**config.mk**
```make
export PLATFORM = sky130hd
export DESIGN_NAME = muldiv_sequencer
export DESIGN_NICKNAME = d
export VERILOG_FILES = /design/src/rtl/muldiv_sequencer.sv
export SDC_FILE = /design/constraint.sdc
export NUM_CORES = 1
export LEC_CHECK = 0
export CAP_MARGIN = 25
export CORE_ASPECT_RATIO = 1.1
export CORE_MARGIN = 3
export CORE_UTILIZATION = 46
export DETAILED_ROUTE_END_ITERATION = 16
export PLACE_DENSITY = 0.93
export SYNTH_ARGS = -nofsm -noshare
export SYNTH_HDL_FRONTEND = slang
export SYNTH_SLANG_ARGS = --single-unit
```
**constraint.sdc**
```tcl
create_clock -name clk -period 8.8 [get_ports clk]
set_input_delay 2.2 -clock clk [delete_from_list [all_inputs] [get_ports clk]]
set_output_delay 2.2 -clock clk [all_outputs]
set_load 0.05 [all_outputs]
```
**src/rtl/muldiv_sequencer.sv**
```systemverilog
// Sequencer for the M-extension multiply/divide units in EX.
// It latches operands, starts the right unit and stalls the pipe while the unit is busy.
// Divide-by-zero and signed-overflow divides are answered in the same cycle without a unit.
// A busy operation ends on unit completion, on kill, or on timeout.
module muldiv_sequencer #(
    parameter int unsigned TIMEOUT = 40
) (
    input  logic        clk,
    input  logic        reset,
    input  logic        req_valid,
    input  logic [2:0]  funct3,
    input  logic [31:0] a,
    input  logic [31:0] b,
    input  logic        kill,
    input  logic        mul_done,
    input  logic        div_done,
    input  logic [31:0] mul_result,
    input  logic [31:0] div_quot,
    input  logic [31:0] div_rem,
    output logic        mul_start,
    output logic        div_start,
    output logic        unit_abort,
    output logic [31:0] op_a,
    output logic [31:0] op_b,
    output logic [2:0]  op_funct3,
    output logic        stall,
    output logic [31:0] result,
    output logic        result_valid,
    output logic        timeout_err
);

    localparam int unsigned XLEN  = 32;
    localparam int unsigned CNT_W = 6;
    localparam logic [CNT_W-1:0] CNT_LAST = CNT_W'(TIMEOUT - 1);

    typedef enum logic [1:0] {
        IDLE = 2'd0,
        MUL  = 2'd1,
        DIV  = 2'd2,
        DONE = 2'd3
    } stateT;

    stateT            state;
    stateT            stateNext;
    logic [CNT_W-1:0] busyCnt;
    logic [XLEN-1:0]  resultReg;

    logic             divByZero;
    logic             divOverflow;
    logic             shortcut;
    logic [XLEN-1:0]  shortcutValue;
    logic             unitDone;
    logic             timedOut;

    logic             latchOps;
    logic             loadResult;
    logic [XLEN-1:0]  resultNext;
    logic             setTimeout;

    // Shortcut detection and the architecturally defined result for those cases
    always_comb begin
        divByZero     = (b == '0);
        divOverflow   = ~funct3[0] & (a == 32'h8000_0000) & (b == 32'hFFFF_FFFF);
        shortcut      = funct3[2] & (divByZero | divOverflow);
        shortcutValue = '0;
        if (funct3[1]) begin
            shortcutValue = divByZero ? a : '0;
        end else begin
            shortcutValue = divByZero ? 32'hFFFF_FFFF : 32'h8000_0000;
        end
        unitDone = ((state == MUL) & mul_done) | ((state == DIV) & div_done);
        timedOut = (busyCnt == CNT_LAST);
    end

    // State register
    always_ff @(posedge clk or posedge reset) begin
        if (reset) begin
            state <= IDLE;
        end else begin
            state <= stateNext;
        end
    end

    // Next-state logic: kill beats done, done beats timeout
    always_comb begin
        stateNext = state;
        case (state)
            IDLE: begin
                if (req_valid & ~kill & ~shortcut) begin
                    stateNext = funct3[2] ? DIV : MUL;
                end
            end
            MUL, DIV: begin
                if (kill) begin
                    stateNext = IDLE;
                end else if (unitDone | timedOut) begin
                    stateNext = DONE;
                end
            end
            DONE:    stateNext = IDLE;
            default: stateNext = IDLE;
        endcase
    end

    // Output and datapath-control decode; everything is held at zero while reset is high
    always_comb begin
        mul_start    = 1'b0;
        div_start    = 1'b0;
        unit_abort   = 1'b0;
        stall        = 1'b0;
        result       = '0;
        result_valid = 1'b0;
        latchOps     = 1'b0;
        loadResult   = 1'b0;
        resultNext   = '0;
        setTimeout   = 1'b0;
        if (!reset) begin
            case (state)
                IDLE: begin
                    if (req_valid & ~kill) begin
                        if (shortcut) begin
                            result       = shortcutValue;
                            result_valid = 1'b1;
                        end else begin
                            stall     = 1'b1;
                            latchOps  = 1'b1;
                            mul_start = ~funct3[2];
                            div_start = funct3[2];
                        end
                    end
                end
                MUL, DIV: begin
                    stall = 1'b1;
                    if (kill) begin
                        unit_abort = 1'b1;
                    end else if (unitDone) begin
                        loadResult = 1'b1;
                        if (state == MUL) begin
                            resultNext = mul_result;
                        end else begin
                            resultNext = op_funct3[1] ? div_rem : div_quot;
                        end
                    end else if (timedOut) begin
                        unit_abort = 1'b1;
                        setTimeout = 1'b1;
                        loadResult = 1'b1;
                        resultNext = '0;
                    end
                end
                DONE: begin
                    if (!kill) begin
                        result       = resultReg;
                        result_valid = 1'b1;
                    end
                end
                default: ;
            endcase
        end
    end

    // Operand latches, busy counter, result register and sticky timeout flag
    always_ff @(posedge clk or posedge reset) begin
        if (reset) begin
            op_a        <= '0;
            op_b        <= '0;
            op_funct3   <= '0;
            busyCnt     <= '0;
            resultReg   <= '0;
            timeout_err <= 1'b0;
        end else begin
            if (latchOps) begin
                op_a      <= a;
                op_b      <= b;
                op_funct3 <= funct3;
            end
            if (latchOps) begin
                busyCnt <= '0;
            end else if ((state == MUL) || (state == DIV)) begin
                busyCnt <= busyCnt + CNT_W'(1);
            end
            if (loadResult) begin
                resultReg <= resultNext;
            end
            if (setTimeout) begin
                timeout_err <= 1'b1;
            end
        end
    end

endmodule

```
======== Word-level counts from Yosys, hierarchy flattened ========
Index checks and enable logic that the tools add are counted.
word-level totals
  register bits after elaboration ......... 108
  bits of input ports ..................... 169
  output and inout port bits .............. 105
  word-level logic and storage cells ...... 88
operators by class
  add/subtract/negate cells ............... 1
  eq/ne operators ......................... 8
  multiplexer cells ....................... 52
  bitwise gates (word level) .............. 14
  reductions and logical operators ........ 6
operator list
  operator                                                          count
  32-bit two-way mux                                                12
  32-bit == test (second input constant)                            2
  32-bit case mux with 2 select lines                               1
  32-bit logical NOT                                                1
  31-bit two-way mux                                                1
  1-bit two-way mux                                                 29
  6-bit two-way mux                                                 2
  2-bit two-way mux                                                 4
  1-bit AND                                                         7
  6-bit by 1-bit adder with 6-bit output (second input constant)    1
  6-bit == test (second input constant)                             1
  2-bit case mux with 3 select lines                                1
  2-bit == test (second input constant)                             2
  1-bit NOT                                                         4
  1-bit case mux with 2 select lines                                2
  3-bit inequality test (second input constant)                     1
  1-bit bitwise OR                                                  3
  2-bit by 1-bit == test with 1-bit output (second input constant)  1
  2-bit logical NOT                                                 1
  2-bit inequality test (second input constant)                     1
  2-bit AND reduction                                               1
  2-bit nonzero test                                                1
  2-bit OR reduction                                                1
  1-bit logical OR                                                  1

======== Longest topological paths before layout ========
  word-level depth ........................ 10
  depth in mapped cells ................... 9
  mapped depth without buffers ............ 7

======== Worst setup path after synthesis ========
No wires, ideal clock.
  kind .................................... input to output
  start ................................... in reset
  end ..................................... out div_start
  data arrival time ....................... 5.518 ns
  data required time ...................... 6.600 ns
  path slack .............................. 1.082 ns
  stages .................................. 3
  path buffers ............................ 0
  path through ............................ inv_1 nand3_1 nor2_1
between the ends
  word-level cells in the longest chain between the ends .. 1
ends and longest elaborated chain
  item                RTL line  source
  start: declaration  9         input logic reset,
  1-bit two-way mux   117       if (!reset) begin
  end: declaration    21        output logic div_start,
No other way between the ends.

======== Worst setup path after layout ========
  start ................................... in a[31]
  end ..................................... out result_valid
between the ends
  word-level cells in the longest chain between the ends .. 9
ends and longest elaborated chain
  item                                RTL line  source
  start: declaration                  12        input logic [31:0] a,
  32-bit == test                      63        divOverflow = ~funct3[0] & (a == 32'h8000_0000) & (b == 32'hFFFF_FFFF);
  1-bit AND (2 in a row)              63
  1-bit bitwise OR                    64        shortcut = funct3[2] & (divByZero | divOverflow);
  1-bit AND                           64
  1-bit two-way mux                   121       if (shortcut) begin
  1-bit two-way mux                   120       if (req_valid & ~kill) begin
  1-bit case mux with 2 select lines  118       case (state)
  1-bit two-way mux                   117
  end: declaration                    28        output logic result_valid,
No other way between the ends.

==> qor.yml <==
antenna_left: 0
netlist_instances: 577
h-tree-depth: 3
p_seq_share_pct: 29.1
rsz0062_at_grt: "no"
p_leak_uw: 0.00371
holdPathStages: 1
syn_area_sq_um: 6000
cts_tree: "yes"
drc: 0
cp_num_cells: 8
cts_resized: 0
layout.nets: 1001
grt_max_degree: 76
via_per_inst: 5.60
postCtsHoldBufs: 0
crit_path_end: "result_valid"
cts_buffers: 9
clk_pin_slew_ns: 0.07
synth_edf_count: 0
min_path_type: "reg2reg"
antenna_found_initial: 0
pin_count: 274
power_density_nw_per_um2: 316
outcome: "finished, final reports clean"
dieWidth_um: 115
dpl_cell_area_sq_um: 8800
p_int_uw: 1610
rr_worst_depth: 6
synthArstFlopShare_pct: 100
drt-pass1-iter-count: 5
design_area_sq_um: 9150
clock_latency_ns: 0.35
power_frac_comb_pct: 55.7
synth.avg_cell_area_sq_um: 10.4
yosysTopAreaCell: "dfrtp_1"
root_buffer: "clkbuf_16"
worstPathMaxFanout: 5
worstMarginPinSlew_ns: 0.967
swShare_pct: 44.4
cp.required_ns: 6.60
slowest_delay_ns: 0.85
io_buffers: 273
die_h_um: 126
grt_overflow: 0
crit_buf_inv: 2
place_hpwl_um: 15000
fmax_mhz: 131
synth_commonest_cells: "108 x dfrtp_1, 70 x nand2_1, 68 x a21oi_1, 64 x mux2_4, 46 x nor2_1"
vias: 5535
first_global_vias: 5542
finalHoldViolations: 0
vdd_ir_drop_max_uv: 132
post-route-period-util_pct: 86.5
place.gp.congestion: 0.905
dr.first_iter.drc_count: 386
yosysMostFrequentCell: "dfrtp_1"
yosysWarningCount: 0
r2r_slack_ns: 5.85
fp-row-count: 43
synth_cell_types: 42
ys.flop_type: "dfrtp_1"
diodes: 0
core_area_sq_um: 12700
final_util_pct: 72.1
yosys.area.top_type_share_pct: 45.1
start_util_pct: 47.2
clock_path_buffers: 2
critPathTopFamily: "buffers and inverters"
cts.sinks: 108
slew_violations: 0
pwr-share-clk_pct: 15.2
net-switching-power_uw: 1280
cp-end-kind: "primary output"
post_cts_buffers: 0
startpoint: "a[31]"
drive_above_1_share_pct: 12.3
syn_nets: 752
crit_arrival_ns: 5.41
die_area_sq_um: 14400
reg2reg_from: "state[0]"
final.setup_skew_ns: 0.00993
yosysSeqAreaShare_pct: 45.1
synthTopCellsByArea: "dfrtp_1 45%, mux2_4 16%, a21oi_1 5.7%"
fin_crit_ns: 7.61
grt_pass1_wl_um: 29800
finalSetupTns_ns: 0
reg2reg_to: "op_a[8]"
routedWlPerCell_um: 19.7
cp_cell_sequence: "clkdlybuf4s50_1 > or4b_1 > nor4_1 > and4b_1 > a31o_4 > a21oi_1 > nor2_1 > clkdlybuf4s50_1"
worst_setup_path_start_kind: "primary input"
area_growth_pct: 52.6
setup_violations: 0
path_class: "in2out"
synth_seq_cells: 108
groute.usage.overall_pct: 26.1
drv_cap: 0
cpMostUsedCell: "clkdlybuf4s50_1"
relSlewSlack_pct: 35.5
wl_um: 19500
crit_slowest_cell: "clkdlybuf4s50_1"
## worst reg2reg max path: cells and delay by family, from the launching register on
kind          cells  cell delay (ns)
buf+inv           2             0.92
simple gates      2             0.76
flops             1             0.46
mux               1             0.44
fa+ha+maj         1             0.26
## layout make-up
type / count / area (sq um)
fillers: 902 / 3540
multi-input cells: 419 / 3070
repair buffers: 281 / 2830
flip-flops and latches: 108 / 2700
clock buffers: 9 / 225
well taps: 157 / 196
clock inverters: 7 / 100
inverters: 7 / 28.8
## per-layer routing
layer	GRT usage [%]	up-vias	wire, um
li1	-	2582	-
met1	33.4	2635	7800
met2	44.4	280	9810
met3	4.57	38	1410
met4	8.63	0	467
met5	0	-	0
## stage by stage
step / power (uW) / setup WS, ns / instances / hold slack, ns
3_5_place_dp: 2460 / 1.20 / 971 / 0.462
4_1_cts: 2900 / 1.17 / 987 / 0.475
6_report: 2890 / 1.19 / 988 / 0.473
2_1_floorplan: 1920 / 1.08 / 577 / 0.448
3_3_place_gp: 2410 / 1.15 / 970 / 0.455
5_1_grt: 3020 / 1.07 / 988 / 0.497
## flip-flops by register name, indices dropped and copies added (netlist names)
name	count
op_a	32
op_b	32
resultReg	32
busyCnt	6
op_funct3	3
state	2
timeout_err	1
## power by group through the flow
| stage | sequential, uW | clock (uW) | combinational (uW) |
|---|---|---|---|
| floorplan | 1350 | 0 | 573 |
| global placement | 833 | 0 | 1580 |
| detailed placement | 848 | 0 | 1610 |
| CTS | 841 | 450 | 1610 |
| global route | 866 | 466 | 1690 |
| finish | 842 | 441 | 1610 |
## cell families after synthesis
| logic type | after synthesis | synth area share [%] |
|---|---|---|
| xor gates and xnor gates | 5 | 0.730 |
| buffers and inverters | 50 | 4.01 |
| DFF | 108 | 45.1 |
| and+or+nand+nor | 169 | 13.5 |
| muxes | 99 | 21.9 |
| AOI/OAI and AO/OA | 140 | 13.6 |
| adders and majority gates | 6 | 1.25 |
## placed cells by master, fill, tap and decap left out, drive strengths merged, types with 2 or more instances in the layout
cell,instances
a21oi,68
a31o,2
and3,2
buf,8
bufinv,2
clkbuf,9
clkdlybuf4s50,273
clkinv,2
clkinvlp,2
dfrtp,108
ha,6
inv,8
mux2,66
mux2i,33
nand2,70
nand3,2
nand4,10
nor2,46
nor2b,2
nor3,6
nor3b,2
nor4,12
nor4b,3
o21ai,31
o22ai,3
o31ai,32
or2,3
or4,2
or4b,2
xnor2,2
xor2,3
## worst min-delay path by stage
| stage | startpoint | to | slack [ns] |
|---|---|---|---|
| finish | timeout_err | timeout_err | 0.47 |
| global route | resultReg[2] | resultReg[2] | 0.50 |
| global placement | timeout_err | timeout_err | 0.45 |
| CTS | timeout_err | timeout_err | 0.47 |
| floorplan | resultReg[0] | resultReg[0] | 0.45 |
| detailed placement | timeout_err | timeout_err | 0.46 |
(Power assumes the default switching activity.)
